`config.mk`:
```
export PLATFORM = sky130hd
export DESIGN_NAME = control_sequencer
export DESIGN_NICKNAME = d
export VERILOG_FILES = /design/src/rtl/control_sequencer.sv
export SDC_FILE = /design/constraint.sdc
export NUM_CORES = 1
export LEC_CHECK = 0
export CAP_MARGIN = 20
export CORE_ASPECT_RATIO = 0.7
export CORE_MARGIN = 2
export CORE_UTILIZATION = 35
export DETAILED_ROUTE_END_ITERATION = 8
export MAX_ROUTING_LAYER = met4
export PLACE_DENSITY = 0.81
export SETUP_SLACK_MARGIN = 0.05
export SYNTH_ARGS = -nofsm -noshare
export SYNTH_HDL_FRONTEND = slang
export SYNTH_SLANG_ARGS = --single-unit
export TNS_END_PERCENT = 10
```
`constraint.sdc`:
```
create_clock -name clk -period 3.3 [get_ports clk]
set_input_delay 0.825 -clock clk [delete_from_list [all_inputs] [get_ports clk]]
set_output_delay 0.825 -clock clk [all_outputs]
set_load 0.005 [all_outputs]
```
`src/rtl/control_sequencer.sv`:
```
// control_sequencer: hardwired T0-T5 fetch/execute sequencer for three-register ALU instructions.
// Build macro SEQ_SINGLE_STEP_EN (optional) gates every state transition on the step input.
module control_sequencer #(
    parameter bit IDLE_ON_HALT = 1'b1
) (
    input  logic        clk,
    input  logic        clr,
    input  logic        run,
    input  logic        step,
    input  logic        mem_rdy,
    input  logic [31:0] ir,
    output logic [31:0] enable,
    output logic [31:0] busSelect,
    output logic        MR_Read,
    output logic        inc_pc,
    output logic [3:0]  Control_Signals,
    output logic        busy,
    output logic        illegal,
    output logic [2:0]  dbg_state
);

    typedef enum logic [2:0] {
        S_IDLE = 3'd0,
        S_T0   = 3'd1,
        S_T1   = 3'd2,
        S_T2   = 3'd3,
        S_T3   = 3'd4,
        S_T4   = 3'd5,
        S_T5   = 3'd6,
        S_HALT = 3'd7
    } state_e;

    state_e     state_q, state_d;
    logic       advance;

    logic [4:0] opcode;
    logic [3:0] ra, rb, rc;
    logic [3:0] alu_op;
    logic       legal;
    logic       unary_op;

    logic [3:0] alu_op_q, alu_op_d;
    logic [3:0] ra_q, ra_d;
    logic [3:0] src2_q, src2_d;

    // Zero means "no mapping", i.e. an illegal opcode.
    function automatic logic [3:0] map_op(input logic [4:0] opc);
        case (opc)
            5'b00000: return 4'd1;
            5'b00001: return 4'd2;
            5'b00010: return 4'd3;
            5'b00011: return 4'd4;
            5'b00100: return 4'd5;
            5'b00101: return 4'd6;
            5'b00110: return 4'd7;
            5'b00111: return 4'd8;
            5'b01000: return 4'd9;
            5'b01001: return 4'd10;
            default:  return 4'd0;
        endcase
    endfunction

    function automatic logic [31:0] reg_sel(input logic [3:0] r);
        return 32'h1 << r;
    endfunction

    assign opcode   = ir[31:27];
    assign ra       = ir[26:23];
    assign rb       = ir[22:19];
    assign rc       = ir[18:15];
    assign alu_op   = map_op(opcode);
    assign legal    = (alu_op != 4'd0);
    assign unary_op = (opcode == 5'b01000) || (opcode == 5'b01001);

    logic unused_ir;
    assign unused_ir = ^ir[14:0];

`ifdef SEQ_SINGLE_STEP_EN
    assign advance = step;
`else
    assign advance = 1'b1;
    logic unused_step;
    assign unused_step = step;
`endif

    always_ff @(posedge clk or posedge clr) begin
        if (clr) begin
            state_q  <= S_IDLE;
            alu_op_q <= 4'd0;
            ra_q     <= 4'd0;
            src2_q   <= 4'd0;
        end else begin
            state_q  <= state_d;
            alu_op_q <= alu_op_d;
            ra_q     <= ra_d;
            src2_q   <= src2_d;
        end
    end

    // Decoded fields are captured when T3 completes so T4/T5 do not depend on ir afterwards.
    always_comb begin
        alu_op_d = alu_op_q;
        ra_d     = ra_q;
        src2_d   = src2_q;
        if (state_q == S_T3 && advance) begin
            alu_op_d = alu_op;
            ra_d     = ra;
            src2_d   = unary_op ? rb : rc;
        end
    end

    always_comb begin
        state_d = state_q;
        case (state_q)
            S_IDLE: if (run) state_d = S_T0;
            S_T0:   state_d = S_T1;
            S_T1:   if (mem_rdy) state_d = S_T2;
            S_T2:   state_d = S_T3;
            S_T3:   state_d = legal ? S_T4 : S_HALT;
            S_T4:   state_d = S_T5;
            S_T5:   state_d = run ? S_T0 : S_IDLE;
            S_HALT: state_d = IDLE_ON_HALT ? S_IDLE : S_HALT;
            default: state_d = S_IDLE;
        endcase
        if (!advance) begin
            state_d = state_q;
        end
    end

    always_comb begin
        enable          = '0;
        busSelect       = '0;
        MR_Read         = 1'b0;
        inc_pc          = 1'b0;
        Control_Signals = 4'd0;
        busy            = 1'b1;
        illegal         = 1'b0;
        case (state_q)
            S_IDLE: busy = 1'b0;
            S_T0: begin
                busSelect[20] = 1'b1;
                enable[25]    = 1'b1;
                enable[24]    = 1'b1;
                inc_pc        = 1'b1;
            end
            S_T1: begin
                busSelect[19] = 1'b1;
                enable[20]    = 1'b1;
                enable[21]    = 1'b1;
                MR_Read       = 1'b1;
            end
            S_T2: begin
                busSelect[21] = 1'b1;
                enable[23]    = 1'b1;
            end
            S_T3: begin
                if (legal) begin
                    busSelect  = reg_sel(rb);
                    enable[27] = 1'b1;
                end
            end
            S_T4: begin
                busSelect       = reg_sel(src2_q);
                enable[24]      = 1'b1;
                Control_Signals = alu_op_q;
            end
            S_T5: begin
                busSelect[19] = 1'b1;
                enable        = reg_sel(ra_q);
            end
            S_HALT: begin
                busy    = 1'b0;
                illegal = 1'b1;
            end
            default: busy = 1'b0;
        endcase
    end

    assign dbg_state = state_q;

endmodule

```
== After elaboration in Yosys (flattened, before gate mapping) ==
Memories as Yosys holds them, arrays and structs flattened.
Cells that the tools add are included.
Widths: inputs -> output; s select.

* Register bits: 15
* Bits in read-only memories: 64
* Logic and storage cells: 54
* Memories: 1

{| class="wikitable"
|+ Memories
! name !! words !! width !! read ports !! clocked after memory_dff !! wr ports !! line !! RTL
|-
| (name not given) || 16 || 4 || 1 || 0 || 0 || 48 || <nowiki>case (opc)</nowiki>
|}

* Equality and inequality tests: 11
* Shift operators: 3
* Multiplexer cells: 28
* Reductions and logical operators: 7

{| class="wikitable"
|+ Operator list
! cell !! count
|-
| $shl 1x4->32 const A || 3
|-
| $pmux 19 s2 || 1
|-
| $mux 32 || 1
|-
| $pmux 3 s8 || 1
|-
| $mux 20 || 1
|-
| $pmux 10 s2 || 1
|-
| $mux 4 || 4
|-
| $eq 3x3->1 const B || 4
|-
| $eq 5x4->1 const B || 2
|-
| $pmux 1 s3 || 3
|-
| $mux 1 || 8
|-
| $pmux 1 s2 || 4
|-
| $eq 3x2->1 const B || 2
|-
| $mux 3 || 2
|-
| $reduce_or 2->1 || 3
|-
| $ne 2x2->1 const B || 2
|-
| $pmux 2 s2 || 1
|-
| $reduce_bool 4->1 || 1
|-
| $eq 3x1->1 const B || 1
|-
| $logic_not 3->1 || 1
|-
| $mux 2 || 1
|-
| $reduce_and 2->1 || 1
|-
| $logic_or 1x1->1 || 1
|}

== Depth between registers and ports, before layout ==
Gate-level depths: netlist (run 1).
An unclocked memory read counts as a cell.

* Depth in word-level cells: 5
* Mapped depth: 5
* Mapped depth without buffers: 5

== Worst setup path before layout (run 1) ==
No wires, ideal clock.

* Kind: input to output
* Start: input port ir[27]
* End: output port busSelect[10]
* Arrival: 2.090 ns
* Required time: 2.475 ns
* Slack: 0.385 ns
* Cell stages on the path: 5
* Cells stage by stage: inv_1 > ha_1 > or4b_4 > o2111ai_4 > o22ai_1

* Word-level cells in the longest chain between the ends: 5

{| class="wikitable"
|+ Ends and longest elaborated chain
! what !! line !! RTL
|-
| start, declared || 11 || <nowiki>input logic [31:0] ir,</nowiki>
|-
| $mem_v2 16x4 || - ||
|-
| $mux 4 || 48 ||
|-
| $reduce_bool 4->1 || 72 || <nowiki>assign legal = (alu_op != 4'd0);</nowiki>
|-
| $mux 32 || 157 || <nowiki>if (legal) begin</nowiki>
|-
| $pmux 19 s2 || 138 || <nowiki>case (state_q)</nowiki>
|-
| end, declared || 13 || <nowiki>output logic [31:0] busSelect,</nowiki>
|}

Every way passes these cells.

== Final worst setup path (run 1) ==
* Start: input port ir[27]
* End: output port busSelect[3]

Same word-level chain as after synthesis.

==> metrics.txt, run 1 <==
PwrDens a little under 500 mW/mm^2; sequential-to-total area share from yosys stat 0.2417; post-DP HPWL 3.659 mm; maximum clock insertion buffer count 2; Die H ~60 um; final worst path period share 0.9867; CP Class in2out; top cells by area, synth dfrtp_1, buf_4, o22ai_1; Largest stage delay, worst path 0.63 ns; DRC Markers 0; All-Layer GR Usage 0.1974; Worst Hold Path Cells 2; Hold Crit Class reg2reg; Synth top area share 0.2417; Yosys reg bits 15; Critical Path End Type output port; Clock Sinks 15; area of the core 0.004304 mm^2; DRT antenna net count 0; fillers roughly 420; CP max stage cell or4b_4; max-slew violations 0; initial antenna violation count 0; drt pass-1 iters 4; fin area about 0.0025 mm^2; Root Driver clkbuf_8; P_leak roughly 1.1 nW; synthesized cell area between 0.0015 and 0.002 mm^2; DR vias/cell between 5 and 6; Die X 83.61 um; crit path time final 3.256 ns; Layout Cells excl Fill 348; Synth Area in Compound Gates 0.1902; Syn Inst Count ~200; CP required around 2.5 ns; Worst slew margin 0.6197; Total Power 1.232 mW; placed instance area between 0.002 and 0.0025 mm^2; vias between 1500 and 2000; Ys Warns 0; layout cells sized above 1 0.2150; fin nets between 300 and 400; worst skew pair latency around 0.25 ns; Worst-path clk slew 0.06 ns; CTS buffer count 3; global placer's final weighted congestion between 0.9 and 1; drt first-iter violations ~150; Post-synth EDFFs 0; vias in the first global route 1643; DR WL/cell 14.33 um; post-synthesis simple-gate area fraction 0.3392; CP Launch Type input port; RSZ-0062 raised after global routing yes; Max H-tree Level 1; ys flop type dfrtp_1; post-synthesis mux area share 0.01289; gr ovfl total 0; Min Hold Slack ~0.48 ns; dpl cells 334; R2R cell count 4; Site Rows 20; final core occ 0.5834; Avg Synthesized Cell Area roughly 7.6 um^2; ys async rst share 1.000; VDD IR max around 0.00029 V; Initial Utilization 0.3608; Peak Freq a little over 0.3 GHz; most numerous cell in the Yosys netlist buf_4; post-synthesis adder-cell area fraction 0.03223; M2 GR Usage 0.3326; Synth area leader dfrtp_1; CTS tree yes; status complete, no violations; GRT met3 Usage 0.04834; top cells by count, synth buf_4, nor2_1, nand2_1; P&R area growth vs syn 61.72%; worst slew pin tran 0.5698 ns; final hold violation count 0; reg-to-reg slack, setup approximately 1.7 ns; Final Skew approximately 0.0034 ns; Total Wirelength 4.987 mm; first-pass GRT wire length between 7 and 8 mm; PortBufs about 70; crit-path cells buf_8, inv_4, ha_4, or4b_4, o211ai_4, buf_6, o22ai_1, buf_2; CP Data Arrival Time around 2.4 ns; Top Usage Layer GRT met2; Die ar. 0.004994 mm^2; n_diodes 0; Max Cap Violations 0; GR Util met1 0.2434; largest family of logic cells by synthesized area simple AND/OR/NAND/NOR gates; largest net degree at the start of global routing 17; Finish-stage setup viols 0; Synth Area in XOR/XNOR 0; Yosys cell types 42; critical-path maximum fanout 5; I/O pin count approximately 110
## layout make-up
type / instances / area, um^2 / area share
sequential: 15 / 375.4 / 0.1495
inverter: 7 / 31.28 / 0.01246
multi-input combinational: 166 / 1065 / 0.4240
clock buffer: 4 / 45.04 / 0.01794
timing repair buffer: 101 / 925.9 / 0.3687
tap: 55 / 68.82 / 0.02740
## layer usage
layer  part of all wire  wire, um
met3              0.062       308
met4              0.017        87
met1               0.43      2169
met2               0.49      2421
met5                  0         0
## kinds of logic after synthesis
| logic type | count (synthesis) |
|---|---|
| DFF | 15 |
| muxes | 2 |
| and+or+nand+nor | 97 |
| other | 1 |
| adders and majority gates | 4 |
| AOI/OAI and AO/OA | 40 |
| buffers and inverters | 44 |
## per-stage QoR
stage,TNS (ns),setup slack [ns]
6_report,0,0.04395
5_1_grt,-0.04174,-0.02454
4_1_cts,0,0.05774
3_5_place_dp,-10.57,-0.6729
3_3_place_gp,-10.05,-0.6273
2_1_floorplan,0,0.3848
## sequential cells by signal (all words and copies together) (netlist names)
| register | flops |
|---|---|
| alu_op_q | 4 |
| dbg_state | 3 |
| ra_q | 4 |
| src2_q | 4 |
## worst paths after layout
path,startpoint,to
max,ir[27],busSelect[3]
min,alu_op_q[2],alu_op_q[2]
max reg2reg,dbg_state[2],alu_op_q[0]
min reg2reg,alu_op_q[2],alu_op_q[2]
max in group asynchronous,clr,dbg_state[2]
min in group asynchronous,clr,alu_op_q[0]
## placed cells by master, fill, tap and decap left out, drive strengths merged, types with 3 or more instances in the layout
| master | n |
|---|---|
| buf | 41 |
| nor3 | 7 |
| nor3b | 3 |
| o21ai | 5 |
| clkdlybuf4s50 | 52 |
| and2 | 4 |
| nor2 | 26 |
| clkbuf | 4 |
| nand4b | 3 |
| nand3 | 7 |
| dlygate4sd2 | 6 |
| nand4 | 4 |
| nor2b | 6 |
| ha | 4 |
| o22ai | 17 |
| a22o | 3 |
| nand3b | 4 |
| dfrtp | 15 |
| inv | 7 |
| o31ai | 4 |
| nand2b | 5 |
| a31oi | 4 |
| nand2 | 18 |
| conb | 23 |
## worst max-delay path, delay by kind of cell
| kind | cells | cell delay [ns] |
|---|---|---|
| compound gates | 2 | 0.33 |
| buf+inv | 4 | 0.43 |
| fa+ha+maj | 1 | 0.20 |
| simple gates | 1 | 0.63 |
## repair_timing
item / 4_1_cts / 5_1_grt
setup buffers: 10 / 0
endpoints found under the setup margin: 17 / 15
resized for setup: 73 / 12
pin swaps: 12 / 7
hold buffers: 0 / 0
## report_power, final
part	internal, mW	leakage, nW	switching [mW]	total, mW
Sequential	0.265	0.182	0.0857	0.350
Combinational	0.387	0.862	0.345	0.731
Clock	0.0856	0.0228	0.0645	0.150
Total	0.737	1.07	0.495	1.23
(Power assumes the default switching activity.)
==> run 2, diff against run 1 <==
--- a/config.mk
+++ b/config.mk
@@ -9,6 +9,7 @@
 export CORE_ASPECT_RATIO = 0.7
 export CORE_MARGIN = 2
 export CORE_UTILIZATION = 35
+export CTS_CLUSTER_SIZE = 30
 export DETAILED_ROUTE_END_ITERATION = 8
 export MAX_ROUTING_LAYER = met4
 export PLACE_DENSITY = 0.81
==> results of run 2 <==
Final layout, timing and power as in run 1 (identical DEF).
==> run 3, diff against run 2 <==
--- a/config.mk
+++ b/config.mk
@@ -12,7 +12,7 @@
 export CTS_CLUSTER_SIZE = 30
 export DETAILED_ROUTE_END_ITERATION = 8
 export MAX_ROUTING_LAYER = met4
-export PLACE_DENSITY = 0.81
+export PLACE_DENSITY_LB_ADDON = 0.12
 export SETUP_SLACK_MARGIN = 0.05
 export SYNTH_ARGS = -nofsm -noshare
 export SYNTH_HDL_FRONTEND = slang
==> metrics.txt, run 3 (synthesis gave the netlist of run 1 again) <==
worst slew pin tran 0.5602 ns (-0.009618 ns); DRC Markers 0 (unchanged); vias in the first global route 1499 (-8.8%); fin nets 335 (unchanged); Highest Signal Layer met4; critical-path maximum fanout 5 (unchanged); Clock Sinks 15 (unchanged); Largest stage delay, worst path 0.63 ns (about the same); CTS tree yes; area of the core 0.004304 mm^2 (unchanged); Hold Crit Class reg2reg; CP Class in2out; commonest cells after routing, fill and taps aside clkdlybuf4s50_1, nor2_1, conb_1, buf_4, nand2_1; WL met2 2.037 mm (-16%); Die ar. 0.004994 mm^2 (unchanged); DP Worst Slack -0.6645 ns (+0.008459 ns); CP Data Arrival Time 2.42 ns (about the same); Max Cap Violations 0 (unchanged); Initial Utilization 0.3608 (unchanged); first-pass GRT wire length 7.231 mm (-5.8%); largest net degree at the start of global routing 16 (-1); CTS buffer count 3 (unchanged); CP Launch Type input port; max-slew violations 0 (unchanged); Critical Path End Type output port; gr ovfl total 0 (unchanged); CTS Hold Bufs 0 (unchanged); Root Driver clkbuf_8; DRT antenna net count 0 (unchanged); commonest non-fill, non-tap cell in the layout clkdlybuf4s50_1; CP bufs+invs 4 (unchanged); status complete, no violations; PwrDens 483.7 mW/mm^2 (-1.4%); RSZ-0062 raised after global routing yes; Peak Freq 0.3083 GHz (+0.38%); PortBufs 72 (unchanged); maximum clock insertion buffer count 2 (unchanged); Die X 83.61 um (unchanged); vias 1710 (-3.3%); Max H-tree Level 1 (unchanged); met3 wire length 194 um (-37%); DR WL/cell 13.15 um (-8.2%); worst skew pair latency 0.25 ns (about the same); drt first-iter violations 70 (-54%); P_leak 1.057 nW (-0.92%); All-Layer GR Usage 0.1854 (-0.01200); crit-path cells buf_6, inv_4, ha_4, or4b_4, o2111ai_4, buf_6, o22ai_1, buf_2; VDD IR max 0.0003224 V (+13%); CP required 2.47 ns (about the same); Die H 59.73 um (unchanged); Total Wirelength 4.577 mm (-8.2%); initial antenna violation count 0 (unchanged); post-DP HPWL 3.398 mm (-7.1%); global placer's final weighted congestion 0.8046 (-11%); Most common cell on crit path buf_6; Site Rows 20 (unchanged); n_diodes 0 (unchanged); final worst path period share 0.9829 (-0.003751); Finish-stage setup viols 0 (unchanged); P&R area growth vs syn 61.56% (about the same); WL met1 2.300 mm (+6.0%); drt pass-1 iters 4 (unchanged); Worst-path clk slew 0.06 ns (about the same); Worst slew margin 0.6261 (+0.006419); I/O pin count 112 (unchanged); DR vias/cell 4.914 (-3.3%); layout cells sized above 1 0.2184 (+0.003413); final worst setup slack 0.05633 ns (+0.01238 ns); CP max stage cell or4b_4; final hold violation count 0 (unchanged); Final Skew 0.006191 ns (+0.002776 ns); crit path time final 3.244 ns (-0.01238 ns); final core occ 0.5828 (about the same); largest registers alu_op_q x4, ra_q x4, src2_q x4; delay-heaviest family, CP simple AND/OR/NAND/NOR gates
==> run 3: changes by cell type in the layout (fill, tap and decap cells not counted), sizes merged <==
| cell | change |
|---|---|
| dlygate4sd2 | -4 |
| buf | +2 |
| clkdlybuf4s15 | +2 |
| clkbuf | -1 |
| clkinv | +1 |
==> run 3: power by group <==
| group | internal [mW] | switching (mW) |
|---|---|---|
| Combinational | 0.383 | 0.336 |
| Clock | 0.0836 | 0.0657 |
| Sequential | 0.264 | 0.0810 |
| Total | 0.731 | 0.482 |
==> run 3: worst reg2reg max path: stages (launching register included) <==
cell and delay (ns):
dfrtp_1 0.37, buf_4 0.18, or3b_1 0.55, o41ai_1 0.40
==> run 3: path summary, 6_finish.rpt <==
check                             startpoint             to  slack (ns)  cells past startpoint
worst max-delay path                  ir[28]  busSelect[11]        0.06                      8
worst min-delay path             alu_op_q[2]    alu_op_q[2]        0.48                      2
worst max register to register  dbg_state[1]    alu_op_q[2]        1.68                      3
worst min register to register   alu_op_q[2]    alu_op_q[2]        0.48                      2
max in group asynchronous                clr        ra_q[0]        2.00                      2
min in group asynchronous                clr    alu_op_q[1]        0.93                      2
==> run 3: timing repair <==
| action | 4_1_cts | 5_1_grt |
|---|---|---|
| endpoints found under the setup margin | 17 | 14 |
| pin swaps | 7 | 5 |
| buffers inserted | 10 | 0 |
| cloned | 0 | 0 |
| resized for setup | 82 | 12 |
==> run 3: routing by layer <==
metal,track usage,vias up
li1,-,851
met1,0.2716,798
met2,0.2663,52
met3,0.03729,9
met4,0.03456,0
met5,-,-
==> run 3: final cells by class <==
| cell class | instances | area [um^2] |
|---|---|---|
| Timing Repair Buffer | 101 | 924.6 |
| Tap cell | 55 | 68.82 |
| Clock buffer | 3 | 41.29 |
| Clock inverter | 1 | 5.005 |
| Multi-Input combinational cell | 166 | 1062 |
| Fill cell | 415 | 1795 |
| Inverter | 7 | 31.28 |
| Sequential cell | 15 | 375.4 |
==> run 3: through the flow <==
step / cells / total power [mW] / TNS, ns / instance area (um^2) / hold WS [ns]
floorplan: 225 / 0.7649 / 0 / 1635 / 0.4349
global placement: 334 / 1.038 / -10.37 / 2325 / 0.4572
detailed placement: 334 / 1.047 / -10.66 / 2325 / 0.4642
CTS: 348 / 1.213 / 0 / 2466 / 0.4794
global route: 348 / 1.328 / 0 / 2509 / 0.5105
finish: 348 / 1.213 / 0 / 2509 / 0.4777
